File: src/rtl/pcla_pkg.sv
// Shared definitions for the pipelined carry-look-ahead add/subtract unit.
// Provides the default segment width, the depth helper and the per-stage token control record.
package pcla_pkg;

    localparam int PCLA_SEG_W = 4;

    // Pipeline depth: one stage per SEG_W-bit segment.
    function automatic int pcla_nseg(input int width, input int seg_w);
        return width / seg_w;
    endfunction

    // Control part of a token; the operand and sum slices travel beside it
    // with widths that shrink (operands) or grow (sum) stage by stage.
    typedef struct packed {
        logic valid;
        logic carry;
    } pcla_tok_t;

endpackage

File: src/rtl/cla_segment.sv
// Combinational SEG_W-bit carry-look-ahead segment.
// Ports: a, b, ci in; s (segment sum), co (group carry out), cm (carry into MSB, PCLA_OVERFLOW_EN only).
module cla_segment #(
    parameter int SEG_W = 4
) (
    input  logic [SEG_W-1:0] a,
    input  logic [SEG_W-1:0] b,
    input  logic             ci,
    output logic [SEG_W-1:0] s,
    output logic             co
`ifdef PCLA_OVERFLOW_EN
    ,
    output logic             cm
`endif
);

    logic [SEG_W-1:0] g;
    logic [SEG_W-1:0] p;
    logic [SEG_W:0]   c;

    assign g = a & b;
    assign p = a ^ b;

    // Every carry is expanded in sum-of-products form from g/p and ci,
    // so no carry depends on a lower computed carry.
    always_comb begin
        logic run;
        run  = 1'b0;
        c    = '0;
        c[0] = ci;
        for (int i = 0; i < SEG_W; i++) begin
            c[i+1] = g[i];
            run    = p[i];
            for (int j = i - 1; j >= 0; j--) begin
                c[i+1] = c[i+1] | (run & g[j]);
                run    = run & p[j];
            end
            c[i+1] = c[i+1] | (run & ci);
        end
    end

    assign s  = p ^ c[SEG_W-1:0];
    assign co = c[SEG_W];
`ifdef PCLA_OVERFLOW_EN
    assign cm = c[SEG_W-1];
`endif

endmodule

File: src/rtl/pipelined_cla_adder.sv
// Pipelined CLA add/subtract: one SEG_W-bit segment per stage, carry passed stage to stage.
// Ports: clk, rst_n (sync, active low), in_valid/in_ready + a, b, cin, sub in;
//        out_valid/out_ready + sum, cout out; ovf out only when PCLA_OVERFLOW_EN is defined.
module pipelined_cla_adder
    import pcla_pkg::*;
#(
    parameter int WIDTH = 32,
    parameter int SEG_W = PCLA_SEG_W
) (
    input  logic             clk,
    input  logic             rst_n,
    input  logic             in_valid,
    output logic             in_ready,
    input  logic [WIDTH-1:0] a,
    input  logic [WIDTH-1:0] b,
    input  logic             cin,
    input  logic             sub,
    output logic             out_valid,
    input  logic             out_ready,
    output logic [WIDTH-1:0] sum,
    output logic             cout
`ifdef PCLA_OVERFLOW_EN
    ,
    output logic             ovf
`endif
);

    localparam int NSEG = pcla_nseg(WIDTH, SEG_W);
    localparam int LAST = NSEG - 1;

    logic             stall;
    logic [WIDTH-1:0] b_eff;
    logic             cin_eff;

    // Subtraction as a + ~b + ~cin: the borrow-in becomes an inverted carry-in.
    assign b_eff   = sub ? ~b : b;
    assign cin_eff = sub ^ cin;

    for (genvar k = 0; k < NSEG; k++) begin : g_stage
        localparam int LO = k * SEG_W;
        localparam int RW = WIDTH - LO;

        logic [RW-1:0]       a_i;
        logic [RW-1:0]       b_i;
        logic                c_i;
        logic                v_i;
        logic [SEG_W-1:0]    seg_s;
        logic                seg_c;
        logic [LO+SEG_W-1:0] s_d;
        logic [LO+SEG_W-1:0] s_q;
        pcla_tok_t           tok_q;
`ifdef PCLA_OVERFLOW_EN
        logic                seg_m;
`endif

        if (k == 0) begin : g_in
            assign a_i = a;
            assign b_i = b_eff;
            assign c_i = cin_eff;
            assign v_i = in_valid;
            assign s_d = seg_s;
        end else begin : g_link
            assign a_i = g_stage[k-1].g_fwd.a_q;
            assign b_i = g_stage[k-1].g_fwd.b_q;
            assign c_i = g_stage[k-1].tok_q.carry;
            assign v_i = g_stage[k-1].tok_q.valid;
            assign s_d = {seg_s, g_stage[k-1].s_q};
        end

        cla_segment #(
            .SEG_W(SEG_W)
        ) u_seg (
            .a  (a_i[SEG_W-1:0]),
            .b  (b_i[SEG_W-1:0]),
            .ci (c_i),
            .s  (seg_s),
            .co (seg_c)
`ifdef PCLA_OVERFLOW_EN
            ,
            .cm (seg_m)
`endif
        );

        always_ff @(posedge clk) begin
            if (!rst_n) begin
                s_q   <= '0;
                tok_q <= '0;
            end else if (!stall) begin
                s_q         <= s_d;
                tok_q.valid <= v_i;
                tok_q.carry <= seg_c;
            end
        end

        // Unresolved upper operand bits; the final stage has none left.
        if (k < LAST) begin : g_fwd
            logic [RW-SEG_W-1:0] a_q;
            logic [RW-SEG_W-1:0] b_q;

            always_ff @(posedge clk) begin
                if (!rst_n) begin
                    a_q <= '0;
                    b_q <= '0;
                end else if (!stall) begin
                    a_q <= a_i[RW-1:SEG_W];
                    b_q <= b_i[RW-1:SEG_W];
                end
            end
        end

`ifdef PCLA_OVERFLOW_EN
        if (k == LAST) begin : g_ovf
            logic ovf_q;

            always_ff @(posedge clk) begin
                if (!rst_n) begin
                    ovf_q <= 1'b0;
                end else if (!stall) begin
                    ovf_q <= seg_m ^ seg_c;
                end
            end
        end
`endif
    end

    assign out_valid = g_stage[LAST].tok_q.valid;
    assign sum       = g_stage[LAST].s_q;
    assign cout      = g_stage[LAST].tok_q.carry;
`ifdef PCLA_OVERFLOW_EN
    assign ovf       = g_stage[LAST].g_ovf.ovf_q;
`endif

    // A held result freezes every stage, bubbles included.
    assign stall    = out_valid && !out_ready;
    assign in_ready = !stall;

endmodule

File: config.mk
export PLATFORM = sky130hd
export DESIGN_NAME = pipelined_cla_adder
export DESIGN_NICKNAME = d
export VERILOG_FILES = /design/src/rtl/pcla_pkg.sv /design/src/rtl/cla_segment.sv /design/src/rtl/pipelined_cla_adder.sv
export SDC_FILE = /design/constraint.sdc
export NUM_CORES = 1
export LEC_CHECK = 0
export CAP_MARGIN = 30
export CORE_ASPECT_RATIO = 1.4
export CORE_MARGIN = 2
export CORE_UTILIZATION = 50
export CTS_BUF_LIST = sky130_fd_sc_hd__clkbuf_8
export DETAILED_ROUTE_END_ITERATION = 6
export PLACE_DENSITY = 0.8
export SLEW_MARGIN = 0
export SYNTH_ARGS = -nofsm -noshare
export SYNTH_HDL_FRONTEND = slang
export SYNTH_SLANG_ARGS = --single-unit
File: constraint.sdc
create_clock -name clk -period 2.6 [get_ports clk]
set_clock_uncertainty 0.05 [all_clocks]
set_input_delay 0.52 -clock clk [delete_from_list [all_inputs] [get_ports clk]]
set_output_delay 0.52 -clock clk [all_outputs]
set_load 0.005 [all_outputs]
==> impl_metrics.py, run 1 <==
metrics = {
    "routing": {
        "drc": 0,
        "first_pass_iters": 4,
        "viasPerCell": 5.215,
        "drt-total-wl_mm": 30.81,
        "drt-initial-drc-count": 673,
        "ant_nets": 0,
        "vias": 11870,
        "wl_per_cell_um": 13.54,
    },
    "synthesis": {
        "synth_area_leader_cell": "dfxtp_1",
        "synth_edf_count": 0,
        "async_flop_share_pct": 0,
        "ys_ff_latch": 384,
        "yosysUniqueCellTypes": 29,
        "syn_nets": 1899,
        "seq_area_frac_synth_pct": 49.75,
        "netlist_area_um2": 15450,
        "ys_top_cells_by_area": "dfxtp_1 50%, nand2_1 17%, a21boi_1 16%",
        "synthTopCellsByCount": "684 x nand2_1, 384 x dfxtp_1, 324 x a21boi_1, 92 x buf_2, 38 x clkbuf_1",
        "dominantRegCellSynth": "dfxtp_1",
        "syn_inst": 1787,
        "syn_avg_cell_area_um2": 8.646,
        "synth_most_common_cell": "nand2_1",
        "synth_top_area_share_pct": 49.75,
        "yosys_warnings": 0,
    },
    "worst_setup_path": {
        "critPathKind": "reg2out",
        "crit_path_top_delay_cell": "clkdlybuf4s50_1",
        "cp_max_fo": 2,
        "arrival_ns": 1.69,
        "critPathBufInv": 2,
        "end_kind": "output pin",
        "start_kind": "register",
        "crit_chain": "nor2b_4 -> clkinv_8 -> clkdlybuf4s50_1",
        "crit_family": "buffers and inverters",
        "cp_slowest_stage_delay_ns": 0.44,
        "required_ns": 2.03,
    },
    "cts": {
        "cts_root_buf": "clkbuf_8",
        "htreeDepth": 2,
        "path_clk_slew_ns": 0.06,
        "post_cts_resized": 0,
        "clk_latency_ns": 0.58,
        "cts_setup_buffers": 0,
        "cts_sinks": 384,
        "cts_hold_buf": 0,
        "cts_tree": "built",
        "cts_buffers": 55,
        "clk_path_buf_depth": 3,
    },
    "floorplan": {
        "dieArea_um2": 32340,
        "chipWidth_um": 152.6,
        "rows": 76,
        "start_util_pct": 50.46,
        "io-pin-count": 105,
        "die_h_um": 212.0,
        "core_um2": 30620,
    },
    "layout": {
        "fin_area_um2": 17820,
        "final_cells": 2275,
        "final_util_pct": 58.21,
        "area_growth_syn_to_layout_pct": 15.36,
        "drive_gt1_share_pct": 5.836,
        "diodes": 0,
        "nets": 1958,
        "nFillCells": 2755,
    },
    "power_and_ir_drop": {
        "power_density_nw_per_um2": 642.2,
        "leakagePower_nw": 7.049,
        "power_mw": 11.45,
        "ir_drop_mv": 0.4911,
    },
    "timing": {
        "period_share_pct": 86.90,
        "setup_viol": 0,
        "whs_ns": 0.3857,
        "drv_slew": 0,
        "worstMarginPinSlew_ns": 0.6100,
        "rsz0062_at_grt": "false",
        "fmax_mhz": 442.6,
        "slew_headroom_pct": 59.33,
        "fin_setup_tns_ns": 0,
        "setup_slack_ns": 0.3407,
        "min_period_ns": 2.259,
        "hold_viol": 0,
    },
    "job": {
        "max-cap-violations": 0,
    },
    "placement": {
        "placed_area_um2": 16750,
        "portBuffers": 104,
        "gp_congestion": 0.7967,
        "pre_cts_slack_ns": 0.1778,
        "numPlacedInstances": 2179,
        "place_hpwl_mm": 20.59,
    },
    "global_routing": {
        "grt.overflow.total": 0,
        "grt_pass1_wl_mm": 51.69,
        "grt_pass1_vias": 11100,
        "track_usage_pct": 18.74,
        "grt_max_degree": 100,
        "antenna_found_initial": 0,
    },
    "worst_hold_path": {
        "hold_path.class": "reg2reg",
    },
    "status": {
        "outcome": "completed",
    },
}
layout make-up:
cell class                      instances  area [um^2]  share of cell area, %
Multi-Input combinational cell       1266         7124                  39.97
Sequential cell                       384         7687                  43.13
Inverter                                3        23.77                 0.1334
Tap cell                              390        488.0                  2.738
Clock inverter                         26        106.4                 0.5967
Clock buffer                           70        963.4                  5.405
Timing Repair Buffer                  136         1431                  8.030
per-layer routing:
| metal | vias to the layer above | global-route usage (%) | wire length, um |
|---|---|---|---|
| met1 | 5576 | 22.24 | 12940 |
| met5 | - | 0 | 0 |
| met2 | 222 | 33.88 | 15700 |
| met4 | 0 | 7.982 | 1116 |
| li1 | 6001 | - | - |
| met3 | 66 | 2.650 | 1061 |
worst register-to-register path, cell delays in order (launching register included):
cell and delay [ns]:
dfxtp_1 0.37, nor2b_4 0.24, buf_4 0.30, buf_4 0.42, nor2_1 0.09, nor2_1 0.10
o21a_1 0.13
path summary, 6_finish.rpt:
| check | depth (start not counted) | start | slack [ns] | to |
|---|---|---|---|---|
| worst max-delay path | 3 | out_valid$_SDFFE_PN0N_ | 0.34 | in_ready |
| worst min-delay path | 2 | g_stage[0].g_fwd.b_q[11]$_SDFFE_PN0N_ | 0.39 | g_stage[1].g_fwd.b_q[7]$_SDFFE_PN0N_ |
| worst max register to register | 6 | out_valid$_SDFFE_PN0N_ | 0.83 | g_stage[1].c_i$_SDFFE_PN0N_ |
| worst min register to register | 2 | g_stage[0].g_fwd.b_q[11]$_SDFFE_PN0N_ | 0.39 | g_stage[1].g_fwd.b_q[7]$_SDFFE_PN0N_ |
power breakdown:
group          internal, mW  total (mW)  switching (mW)
combinational         0.390       0.711           0.321
clock                  2.40        4.54            2.14
sequential             6.08        6.20           0.116
logic make-up after synthesis:
kind of cell	share of synthesized area, %
AOI/OAI and AO/OA	20.94
xor gates and xnor gates	2.324
adders and majority gates	3.790
buffers and inverters	4.187
DFF	49.75
and+or+nand+nor	19.01
cell usage in the layout, fill, tap and decap left out, drive strengths merged:
cell type and count:
a211oi 14, a21boi 324, a21o 8, a21oi 10, and3b 1, buf 34, clkbuf 70, clkdlybuf4s50 102
clkinv 2, dfxtp 384, fa 8, ha 34, inv 27, nand2 685, nand3 31, nand4b 2
nor2 17, nor2b 1, nor3b 7, o211a 36, o211ai 1, o21a 2, o21ai 29, o31ai 8
or3 7, xnor2 37, xor2 4
registers in the layout (all words and copies together) (netlist names):
signal and cells:
g_stage.g_fwd.a_q 112, g_stage.s_q 112, sum 32, g_stage.v_i 7, g_stage.c_i 7, cout 1, out_valid 1, g_stage.g_fwd.b_q 112
Note: power is estimated with default switching activity, not from simulation.
==> inputs of run 2 (changes only) <==
--- a/config.mk
+++ b/config.mk
@@ -11,7 +11,7 @@
 export CORE_UTILIZATION = 50
 export CTS_BUF_LIST = sky130_fd_sc_hd__clkbuf_8
 export DETAILED_ROUTE_END_ITERATION = 6
-export PLACE_DENSITY = 0.8
+export PLACE_DENSITY_LB_ADDON = 0.25
 export SLEW_MARGIN = 0
 export SYNTH_ARGS = -nofsm -noshare
 export SYNTH_HDL_FRONTEND = slang
==> impl_metrics.py, run 2 (synthesized netlist as in run 1, its figures left out) <==
metrics = {
    "status": {
        "outcome": "completed",
    },
    "placement": {
        "pre_cts_slack_ns": 0.1836,
        "place_hpwl_mm": 20.19,
        "gp_congestion": 0.8252,
        "portBuffers": 104,
    },
    "routing": {
        "drt-initial-drc-count": 666,
        "first_pass_iters": 5,
        "drt-total-wl_mm": 31.53,
        "wl_per_cell_um": 13.85,
        "drc": 0,
        "vias": 11670,
        "ant_nets": 0,
        "viasPerCell": 5.127,
    },
    "timing": {
        "fmax_mhz": 415.2,
        "hold_viol": 0,
        "setup_viol": 0,
        "worstMarginPinSlew_ns": 0.5008,
        "drv_slew": 0,
        "period_share_pct": 92.63,
        "setup_slack_ns": 0.1915,
        "fin_setup_tns_ns": 0,
        "min_period_ns": 2.408,
        "whs_ns": 0.2772,
        "rsz0062_at_grt": "false",
        "slew_headroom_pct": 66.62,
    },
    "layout": {
        "multi_input_area_um2": 7124,
        "reg.largest.list": "g_stage.g_fwd.a_q (112), g_stage.g_fwd.b_q (112), g_stage.s_q (112)",
        "nets": 1950,
        "diodes": 0,
        "nFillCells": 2802,
        "final_cell_mix": "684 x nand2_1, 384 x dfxtp_1, 324 x a21boi_1",
        "seq_area_um2": 7687,
        "area_growth_syn_to_layout_pct": 15.90,
        "final_util_pct": 58.49,
        "drive_gt1_share_pct": 6.575,
        "final_common_cell": "nand2_1",
    },
    "cts": {
        "cts_sinks": 384,
        "htreeDepth": 2,
        "cts_setup_buffers": 0,
        "clk_latency_ns": 0.60,
        "cts_root_buf": "clkbuf_8",
        "cts_buffers": 56,
        "post_cts_resized": 0,
        "cts_tree": "built",
        "path_clk_slew_ns": 0.06,
        "clk_path_buf_depth": 3,
        "cts_hold_buf": 0,
    },
    "power_and_ir_drop": {
        "p_sw_mw": 2.707,
        "pwr-share-clk_pct": 42.0,
        "leakagePower_nw": 7.052,
        "ir_drop_mv": 0.4432,
        "power_density_nw_per_um2": 666.0,
        "p_sw_share_pct": 22.69,
        "p_comb_share_pct": 6.1,
        "power_frac_seq_pct": 51.9,
        "p_int_mw": 9.221,
    },
    "floorplan": {
        "chipWidth_um": 152.6,
        "dieArea_um2": 32340,
        "start_util_pct": 50.46,
        "die_h_um": 212.0,
        "io-pin-count": 105,
        "rows": 76,
        "core_um2": 30620,
    },
    "worst_hold_path": {
        "hold_path.class": "in2reg",
        "holdPathStages": 2,
        "whs_endpoint": "g_stage[6].s_q[25]$_SDFFE_PN0N_",
        "holdCritStartpoint": "rst_n",
    },
    "worst_setup_path": {
        "cp_slowest_stage_delay_ns": 0.45,
        "crit_chain": "nor2b_4 -> clkinv_8 -> clkdlybuf4s50_1",
        "r2r_cells": 7,
        "r2r_end": "g_stage[5].s_q[23]$_SDFFE_PN0N_",
        "start_kind": "register",
        "critPathKind": "reg2out",
        "crit_start": "out_valid$_SDFFE_PN0N_",
        "r2r_slack_ns": 0.78,
        "required_ns": 2.03,
        "crit_path_top_delay_cell": "dfxtp_1",
        "end_kind": "output pin",
        "arrival_ns": 1.84,
        "crit_family": "buffers and inverters",
        "r2r-start": "out_valid$_SDFFE_PN0N_",
        "critPathBufInv": 2,
        "cp_max_fo": 2,
    },
    "global_routing": {
        "grt_pass1_wl_mm": 52.70,
        "grt.overflow.total": 0,
        "track_usage_pct": 19.23,
        "grt_pass1_vias": 11030,
        "grt_max_degree": 128,
        "antenna_found_initial": 0,
    },
    "job": {
        "max-cap-violations": 0,
    },
}
==> run 2: cell types whose count changed in the layout (fill, tap and decap cells not counted) <==
| cell | delta |
|---|---|
| buf_4 | -9 |
| clkinv_2 | +14 |
| inv_1 | -13 |
| clkbuf_8 | +7 |
| inv_8 | -1 |
| clkinvlp_4 | +2 |
| bufinv_16 | +1 |
==> run 2: layout make-up <==
| cell class | instances | share of cell area, % |
|---|---|---|
| Timing Repair Buffer | 127 | 7.615 |
| Inverter | 3 | 0.1327 |
| Tap cell | 390 | 2.725 |
| Multi-Input combinational cell | 1266 | 39.78 |
| Sequential cell | 384 | 42.93 |
| Clock inverter | 29 | 0.9013 |
| Clock buffer | 77 | 5.918 |
==> run 2: through the flow <==
step           total power, mW  cells  instance area, um^2
3_5_place_dp             7.050   2170                16690
6_report                 11.93   2276                17910
3_3_place_gp             7.033   2170                16690
2_1_floorplan            6.777   1787                15450
4_1_cts                  12.07   2276                17910
5_1_grt                  12.43   2276                17910
==> run 2: how the worst max path moves through the flow <==
stage,endpoint,slack [ns],cells after the start
4_1_cts,in_ready,0.10,3
3_5_place_dp,g_stage[5].s_q[23]$_SDFFE_PN0N_,0.18,8
2_1_floorplan,g_stage[1].c_i$_SDFFE_PN0N_,0.44,8
3_3_place_gp,g_stage[5].s_q[23]$_SDFFE_PN0N_,0.14,8
6_report,in_ready,0.19,3
5_1_grt,in_ready,0.1,3
==> run 2: power groups by stage <==
stage	Sequential, mW	Combinational, mW	Clock [mW]
5_1_grt	6.21	0.803	5.42
4_1_cts	6.19	0.735	5.15
2_1_floorplan	6.29	0.491	0
6_report	6.19	0.724	5.01
3_3_place_gp	6.32	0.715	0
3_5_place_dp	6.32	0.729	0
==> run 2: layer usage <==
metal  GRT usage [%]  share of wire, %  up-vias
met3           2.813               3.3       63
met4           6.513               2.5        0
met5               0                 0        -
li1                -                 -     6003
met1           23.65                44     5421
met2           34.53                50      181
